## config.mk

```make
export PLATFORM = sky130hd
export DESIGN_NAME = rom_port_arbiter
export DESIGN_NICKNAME = d
export VERILOG_FILES = /design/src/rtl/rom_port_arbiter_pkg.sv /design/src/rtl/rom_8x256.sv /design/src/rtl/rom_port_arbiter.sv
export SDC_FILE = /design/constraint.sdc
export NUM_CORES = 1
export LEC_CHECK = 0
export ABC_AREA = 1
export BUFFER_PORTS_ARGS = -buffer_cell sky130_fd_sc_hd__buf_2
export CAP_MARGIN = 10
export CORE_MARGIN = 4
export CORE_UTILIZATION = 40
export DETAILED_ROUTE_END_ITERATION = 6
export PLACE_DENSITY_LB_ADDON = 0.3
export SLEW_MARGIN = 40
export SYNTH_ARGS = -nofsm -noshare
export SYNTH_HDL_FRONTEND = slang
export SYNTH_SLANG_ARGS = --single-unit
```

## constraint.sdc

```tcl
create_clock -name clk -period 2.12 [get_ports clk]
set_clock_uncertainty 0.15 [all_clocks]
set_input_delay 0.212 -clock clk [delete_from_list [all_inputs] [get_ports clk]]
set_output_delay 0.212 -clock clk [all_outputs]
set_load 0.01 [all_outputs]
```

## src/rtl/rom_port_arbiter_pkg.sv

```systemverilog
// rom_port_arbiter_pkg: shared FSM encoding, port ids, ROM geometry and ROM image
package rom_port_arbiter_pkg;
   localparam int ROM_AW = 8;
   localparam int ROM_DW = 8;
   typedef enum logic [1:0] {
      ST_IDLE    = 2'd0,
      ST_READ_IF = 2'd1,
      ST_READ_DT = 2'd2
   } state_t;
   localparam logic PORT_IF = 1'b0;
   localparam logic PORT_DT = 1'b1;
   // Program image: each word is its address XOR 8'h5A.
   function automatic logic [ROM_DW-1:0] rom_image(input logic [ROM_AW-1:0] a);
      return a ^ 8'h5A;
   endfunction
endpackage

```

## src/rtl/rom_8x256.sv

```systemverilog
// rom_8x256: asynchronous 256x8 program/data ROM
module rom_8x256
   import rom_port_arbiter_pkg::*;
(
   input  logic [ROM_AW-1:0] i_addr,
   output logic [ROM_DW-1:0] o_data
);
   assign o_data = rom_image(i_addr);
endmodule

```

## src/rtl/rom_port_arbiter.sv

```systemverilog
// rom_port_arbiter: round-robin sharing of one async ROM between fetch and data-table readers
module rom_port_arbiter
   import rom_port_arbiter_pkg::*;
#(
   parameter bit IF_FIRST = 1'b1
) (
   input  logic              clk,
   input  logic              rst,
   input  logic              if_req,
   input  logic [ROM_AW-1:0] if_addr,
   output logic              if_ack,
   output logic [ROM_DW-1:0] if_data,
   input  logic              dt_req,
   input  logic [ROM_AW-1:0] dt_addr,
   output logic              dt_ack,
   output logic [ROM_DW-1:0] dt_data,
   output logic              busy
);
   state_t            r_state;
   state_t            w_state_nx;
   logic              r_last;
   logic [ROM_AW-1:0] r_addr_q;
   logic              r_if_ack;
   logic              r_dt_ack;
   logic [ROM_DW-1:0] r_if_data;
   logic [ROM_DW-1:0] r_dt_data;
   logic [ROM_DW-1:0] w_rom_data;
   logic              w_elig_if;
   logic              w_elig_dt;
   logic              w_grant_if;
   logic              w_grant_dt;

   rom_8x256 u_rom (
      .i_addr (r_addr_q),
      .o_data (w_rom_data)
   );

   // A port is blocked in its own READ cycle and its own ack cycle; ties go away from r_last.
   always_comb begin
      w_elig_if  = if_req & ~r_if_ack & (r_state != ST_READ_IF);
      w_elig_dt  = dt_req & ~r_dt_ack & (r_state != ST_READ_DT);
      w_grant_if = w_elig_if & (~w_elig_dt | (r_last == PORT_DT));
      w_grant_dt = w_elig_dt & ~w_grant_if;
      w_state_nx = w_grant_if ? ST_READ_IF : w_grant_dt ? ST_READ_DT : ST_IDLE;
   end

   always_ff @(posedge clk) begin
      if (rst) begin
         r_state   <= ST_IDLE;
         r_last    <= IF_FIRST ? PORT_DT : PORT_IF;
         r_addr_q  <= '0;
         r_if_ack  <= 1'b0;
         r_dt_ack  <= 1'b0;
         r_if_data <= '0;
         r_dt_data <= '0;
      end else begin
         r_state  <= w_state_nx;
         r_if_ack <= (r_state == ST_READ_IF);
         r_dt_ack <= (r_state == ST_READ_DT);
         if (r_state == ST_READ_IF) r_if_data <= w_rom_data;
         if (r_state == ST_READ_DT) r_dt_data <= w_rom_data;
         if (w_grant_if | w_grant_dt) begin
            r_addr_q <= w_grant_if ? if_addr : dt_addr;
            r_last   <= w_grant_if ? PORT_IF : PORT_DT;
         end
      end
   end

   assign if_ack  = r_if_ack;
   assign dt_ack  = r_dt_ack;
   assign if_data = r_if_data;
   assign dt_data = r_dt_data;
   assign busy    = (r_state != ST_IDLE);
endmodule
```

# Word level (Yosys, flattened, before mapping)

Cells that the tools add are included.
W data, S select, Z words.

Reductions and logical operators: 2
Bitwise operators: 13
Equal/unequal tests: 4
Mux-type cells: 4

Operator list:

| kind                 | number |
|---|---|
| $mux W8              | 1 |
| $and A1 B1 Y1        | 6 |
| $not A1 Y1           | 4 |
| $not A4 Y4           | 1 |
| $eq A2 B1 Y1 const B | 1 |
| $eq A2 B2 Y1 const B | 1 |
| $mux W1              | 2 |
| $mux W2              | 1 |
| $ne A2 B1 Y1 const B | 1 |
| $ne A2 B2 Y1 const B | 1 |
| $or A1 B1 Y1         | 2 |
| $reduce_bool A2 Y1   | 1 |
| $reduce_or A2 Y1     | 1 |

Output and inout bits: 19
Word-level logic and storage cells: 31
Register bits after elaboration: 29
Input bits: 20

# Longest topological paths before layout

Gate-level depths: netlist of the first run.

Word-level depth: 10
Depth in mapped cells: 8
Gate-level depth less buffers: 7

# Cells and area by module

A second synthesis of the first run with hierarchy kept.

Cell total of the unflattened synthesis: 171
Area total of the unflattened synthesis: 1260.0 um^2

By module, submodules not included:

| module           | cells an instance | sequential area each (um^2) | area each (um^2) | instances |
|---|---|---|---|---|
| rom_port_arbiter | 163               | 580.6                       | 1214.9           | 1 |
| rom_8x256        | 8                 | 0.0                         | 45.0             | 1 |

# Least setup slack after synthesis of the first run

Ideal clock, no wire load.

Path type: flip-flop to flip-flop
From: register r_if_ack, in the netlist if_ack
To: register r_addr_q[2]
Clock period less this slack: 1.311 ns
Cell stages (with the launch flop): 8
Setup slack: 0.809 ns
Data required time: 1.853 ns
Setup time: 0.117 ns
Buffers on the path: 1
Arrival: 1.044 ns
Path through: dfxtp_1 > inv_1 > nand2_1 > nor2_4 > buf_6 > a21oi_1 > nor2_1 > nor2_1

Longest elaborated chain between the ends: 7
Elaborated cells on any way between the ends: 8
Those cells by class: mux: 1; bitwise: 7

RTL lines:

| what                            | RTL line               | RTL |
|---|---|---|
| from (decl)                     | rom_port_arbiter.sv:23 | `logic r_if_ack;` |
| from (signal assigned)          | rom_port_arbiter.sv:58 | `r_if_ack <= (r_state == ST_READ_IF);` |
| $not A1 Y1 (*)                  | rom_port_arbiter.sv:40 | `w_elig_if = if_req & ~r_if_ack & (r_state != ST_READ_IF);` |
| $and A1 B1 Y1 (*) (2 in series) | rom_port_arbiter.sv:40 |  |
| $and A1 B1 Y1 (*)               | rom_port_arbiter.sv:42 | `w_grant_if = w_elig_if & (~w_elig_dt \| (r_last == PORT_DT));` |
| $not A1 Y1                      | rom_port_arbiter.sv:43 | `w_grant_dt = w_elig_dt & ~w_grant_if;` |
| $and A1 B1 Y1                   | rom_port_arbiter.sv:43 |  |
| $or A1 B1 Y1                    | rom_port_arbiter.sv:62 | `if (w_grant_if \| w_grant_dt) begin` |
| to (signal assigned)            | rom_port_arbiter.sv:63 | `r_addr_q <= w_grant_if ? if_addr : dt_addr;` |
| to (decl)                       | rom_port_arbiter.sv:22 | `logic [ROM_AW-1:0] r_addr_q;` |

Every way passes the cells marked *; elsewhere a longest branch is shown, timed or not.
A chain may end at the register's enable or synchronous reset.

==> results.cfg, run 1 <==
[run_status]
outcome = finished, final reports clean

[timing]
setup_viol_count_final = 0
rsz0062_at_grt = false
finalHoldViolCount = 0
period_share_pct = 73.3
fmax_mhz = 644
maxSlewViolCount = 0
layout_setup_ws_ps = 567
min_period_ps = 1550
slew_headroom_pct = 62.6
worst_pin_slew_ps = 560
final.setup.tns_ps = 0

[synth]
synth_top_cell_by_area = dfxtp_1
syn_avg_cell_area_um2 = 7.76
syn_area_um2 = 1210
synth_top_area_share_pct = 47.9
synth_fp_nets = 176
synthTopCellsByArea = dfxtp_1, nor2_1, o21ai_0
yosysUniqueCellTypes = 18
yosysSeqAreaShare_pct = 47.9
syn_inst = 156
ys_ff_latch = 29
yosys_warnings = 0

[clocking]
insertion_delay_ps = 320
clk_pin_slew_ps = 90
htree_levels = 2
cts_buffer_depth = 2
clock-sinks = 29
clock-root-buffer = clkbuf_4
numCtsBuffers = 5
postCtsSetupBuffers = 0
cts_tree = built

[detailed_routing]
drt-vias-per-instance = 4.84
drt_iter0_drc = 34
vias = 1099
wl_per_cell_um = 11.4
ant_nets = 0
drt-pass1-iter-count = 4
drc = 0
wirelength_um = 2600

[flow_run]
drv_cap = 0

[critical_path]
crit_slowest_cell = dlygate4sd3_1
worstReg2RegEnd = r_addr_q[2]
cp_cell_sequence = dlygate4sd3_1, buf_2, inv_1, o21ai_0, a21oi_1
required_ps = 2230
worst-path-buf-inv = 3
startpoint_type = input pin
crit_family = buffers and inverters
worstSetupEndpointType = flop
arrival_ps = 1660
slowest_delay_ps = 530
r2r_slack_ps = 670
reg2reg_depth = 7
crit_type = in -> reg
critical_path.max_fanout = 25
worstReg2RegStart = r_state[0]

[die]
fp.dieH_um = 63.0
fp.dieW_um = 63.0
rows = 19
start_util_pct = 42.8
ioPinCount = 39
die_area_um2 = 3970
coreArea_um2 = 2830

[placed_design]
dpl.hpwl_um = 1930
post-place-ws_ps = 670
io_buffer_count = 38
dp.cells = 218
place.gp.congestion = 0.784

[layout]
finalNonFillerCells = 227
area_growth_pct = 19.7
post_route_cells_drive_above_1_share_pct = 28.6
nNetsFinal = 215
fillers = 282
diodes = 0

[pwr]
power_leakage_nw = 0.727
peakVddDrop_mv = 0.336
power.density_nw_per_um2 = 810

[grt]
grt_max_degree = 26
overflow = 0
grt_pass1_wl_um = 4600
grt_usage_pct = 14.4
grt_pass1_vias = 1046
antenna_found_initial = 0

[worst_hold_path]
min_path_cells = 5
min-delay-start = if_addr[1]
min_to = r_addr_q[1]
hp-class = in -> reg
-- timing repair --
item                      in CTS  in global routing
hold buffers                   1                  0
gates resized for setup        0                  0
hold endpoints to repair       4                  0
-- how the worst max path moves through the flow --
stage,cells after the start,end,startpoint
finish,5,dt_data[6],rst
detailed placement,7,r_addr_q[0],r_state[0]
floorplan,7,r_addr_q[2],if_ack
global placement,6,r_addr_q[4],if_ack
CTS,5,dt_data[2],rst
global route,5,dt_data[3],rst
-- registers in the layout, indices dropped and copies added (netlist names) --
register,cells
r_last,1
dt_ack,1
r_addr_q,8
r_state,2
if_ack,1
dt_data,8
if_data,8
-- stage by stage --
step | cell area, um2 | util, % | hold slack [ps] | power [mW]
floorplan | 1210 | - | 134 | 0.808
global placement | 1390 | 49.1 | 282 | 0.870
detailed placement | 1390 | 49.1 | 291 | 0.878
CTS | 1450 | 51.3 | 59.4 | 1.19
global route | 1450 | 51.3 | 80.4 | 1.25
finish | 1450 | 51.3 | 66.7 | 1.18
-- Yosys cell counts (all sizes together) --
| master | instances |
|---|---|
| o21ai | 25 |
| inv | 15 |
| a21oi | 16 |
| buf | 5 |
| clkbuf | 2 |
| nand3 | 9 |
| o211ai | 1 |
| nand2 | 15 |
| nor2 | 39 |
| dfxtp | 29 |
-- final cells by class --
type                       instances  area [um2]  share of cell area (%)
clock buffer                       6        41.3                    2.85
clock inverter                     2        10.0                   0.690
inverter                          15        56.3                    3.88
multi-input combinational        105         523                    36.1
sequential                        29         581                    40.0
tap                               31        38.8                    2.67
timing repair buffer              39         200                    13.8
-- where the power goes --
part	total [mW]	leakage (nW)	internal [mW]	switching (mW)
logic	0.233	0.456	0.0916	0.142
registers	0.632	0.239	0.599	0.0338
clock network	0.310	0.0320	0.126	0.184
total	1.18	0.727	0.816	0.359
-- kinds of logic after synthesis --
logic type / after synthesis / synth area share (%)
simple gates: 63 / 23.8
compound gates: 42 / 19.4
flops: 29 / 47.9
buf+inv: 22 / 8.88
-- per-layer routing --
layer	track usage (%)	routed length, um	up-vias
li1	-	-	582
met2	22.1	1140	33
met3	4.86	168	7
met4	6.61	54	0
met5	0	0	-
met1	18.1	1240	477
-- cell usage in the layout (no fill, tap or decap) --
| cell | netlist | routed |
|---|---|---|
| buf_2 | 2 | 38 |
| nor2_4 | 3 | 3 |
| o21ai_1 | 3 | 3 |
| dfxtp_1 | 29 | 29 |
| a21oi_1 | 13 | 13 |
| o21ai_4 | 1 | 1 |
| clkbuf_1 | 2 | 1 |
| clkinv_2 | 0 | 2 |
| clkbuf_4 | 0 | 5 |
| o211ai_1 | 1 | 1 |
| inv_1 | 14 | 14 |
| nand2_1 | 13 | 13 |
| nand3_4 | 1 | 1 |
| dlygate4sd3_1 | 0 | 1 |
| a21oi_2 | 3 | 3 |
| nor2_1 | 36 | 36 |
| nand2_2 | 2 | 2 |
| nand3_1 | 8 | 8 |
| o21ai_0 | 21 | 21 |
| inv_2 | 1 | 1 |
-- tightest hold or removal path: cells and delay by family --
family        cells  cell delay, ps
buf+inv           1              80
simple gates      4             210
No activity file was read; power rests on OpenSTA's default activity.
==> run 2: changes to the inputs <==
clock period = 1.3 ns   (was 2.12 ns; I/O delays follow)
==> run 2 against run 1 <==
The flow now finishes with violations (negative setup slack). Non-clock buffer count up 21. Largest cell class unchanged. Highest routed layer unchanged. Worst hold slack worse by 58 ps. Setup slack worse by 620 ps.
==> results.cfg, run 2 (synthesis gave the netlist of run 1 again) <==
[placed_design]
place_area_um2 = 1480
dpl.hpwl_um = 2010
post-place-ws_ps = -83.5
dp.cells = 225
io_buffer_count = 38
place.gp.congestion = 0.803

[timing]
min_period_ps = 1350
fmax_mhz = 738
timing.hold.ws_ps = 8.17
worst_pin_slew_ps = 200
layout_setup_ws_ps = -54.9
slew_headroom_pct = 86.6
maxSlewViolCount = 0
setup_viol_count_final = 8
rsz0062_at_grt = true
period_share_pct = 104
finalHoldViolCount = 0

[flow_run]
drv_cap = 0

[detailed_routing]
drt-pass1-iter-count = 4
wl_per_cell_um = 12.0
drt-vias-per-instance = 4.88
drc = 0
wirelength_um = 3010
drt_iter0_drc = 54
ant_nets = 0
vias = 1221

[pwr]
intPower_mw = 1.69
combPwrFrac_pct = 22.5
peakVddDrop_mv = 0.605
p_switching_uw = 644
power.density_nw_per_um2 = 1290
seqPwrFrac_pct = 44.5
clock_power_share_pct = 32.9
netSwitchingFraction_pct = 27.7
power_leakage_nw = 0.854

[grt]
antenna_found_initial = 0
grt_usage_pct = 16.6
grt_pass1_wl_um = 5160
grt_busiest_layer = met2
use_met3_pct = 5.22
use_met2_pct = 28.6
grt_max_degree = 26
use_met1_pct = 17.4
overflow = 0
grt_pass1_vias = 1211

[critical_path]
worstSetupEndpointType = flop
critical_path.max_fanout = 9
r2r_slack_ps = -50
crit_type = reg -> reg
required_ps = 1370
arrival_ps = 1430
startpoint_type = flop

[clocking]
cts_buffer_depth = 2
insertion_delay_ps = 330
cts_tree = built
htree_levels = 2
numCtsBuffers = 5
clk_pin_slew_ps = 100
clock-sinks = 29
clock-root-buffer = clkbuf_4

[die]
fp.dieH_um = 63.0
ioPinCount = 39
fp.dieW_um = 63.0
rows = 19
start_util_pct = 42.8
coreArea_um2 = 2830
die_area_um2 = 3970

[layout]
fillers = 246
final_common_cell = buf_2
fin_util_pct = 63.6
final_area_um2 = 1800
finalNonFillerCells = 250
area_growth_pct = 48.7
diodes = 0
final_cell_mix = buf_2, nor2_1, dfxtp_1
post_route_cells_drive_above_1_share_pct = 35.6
nNetsFinal = 238

[worst_hold_path]
hp-class = in -> reg

[run_status]
outcome = complete, but fails checks
violations = negative setup slack
-- run 2: worst max-delay path, cell delays in order, from the launching register on --
cell and delay [ps]:
dfxtp_2 350, inv_4 90, nor2_4 60, nor2_4 160
clkbuf_16 180, a21oi_1 60, nor2_1 120, nor2_1 50
-- run 2: per-layer routing --
| layer | wire length (um) | share of wire (%) | vias to the layer above |
|---|---|---|---|
| li1 | - | - | 635 |
| met1 | 1280 | 42 | 540 |
| met2 | 1470 | 49 | 36 |
| met3 | 169 | 5.6 | 10 |
| met4 | 92 | 3.1 | 0 |
| met5 | 0 | 0 | - |
-- run 2: timing repair --
action,CTS,global route
hold buffers,14,0
pin swaps,4,5
resized for setup,12,10
setup buffers,1,1
endpoints found under the hold margin,12,0
cloned,2,1
endpoints found under the setup margin,17,13
-- run 2: cell type report --
cell class	instances	area (um2)	area share, %
clock buffers	7	55.1	3.06
well taps	31	38.8	2.15
repair buffers	60	445	24.7
multi-input cells	106	574	31.9
flip-flops and latches	29	587	32.6
clock inverters	1	30.0	1.67
repair inverters	1	7.51	0.417
inverters	15	62.6	3.47
-- run 2: power groups by stage --
stage	clock network (mW)	registers [mW]	logic [mW]
after floorplan	0	1.06	0.256
after global placement	0	1.05	0.430
after detailed placement	0	1.05	0.440
after CTS	0.790	1.04	0.497
after global routing	0.832	1.05	0.586
final	0.768	1.04	0.525
-- run 2: worst paths after layout --
kind	start	endpoint	depth (start not counted)
max	r_state[0]	r_addr_q[3]	7
min	dt_addr[7]	r_addr_q[7]	5
max reg2reg	r_state[0]	r_addr_q[3]	7
min reg2reg	r_addr_q[4]	dt_data[4]	1
-- run 2: per-stage QoR --
step | TNS [ps] | total power [mW]
2_1_floorplan | 0 | 1.32
3_3_place_gp | -192 | 1.48
3_5_place_dp | -695 | 1.49
4_1_cts | -135 | 2.32
5_1_grt | -856 | 2.47
6_report | -288 | 2.33
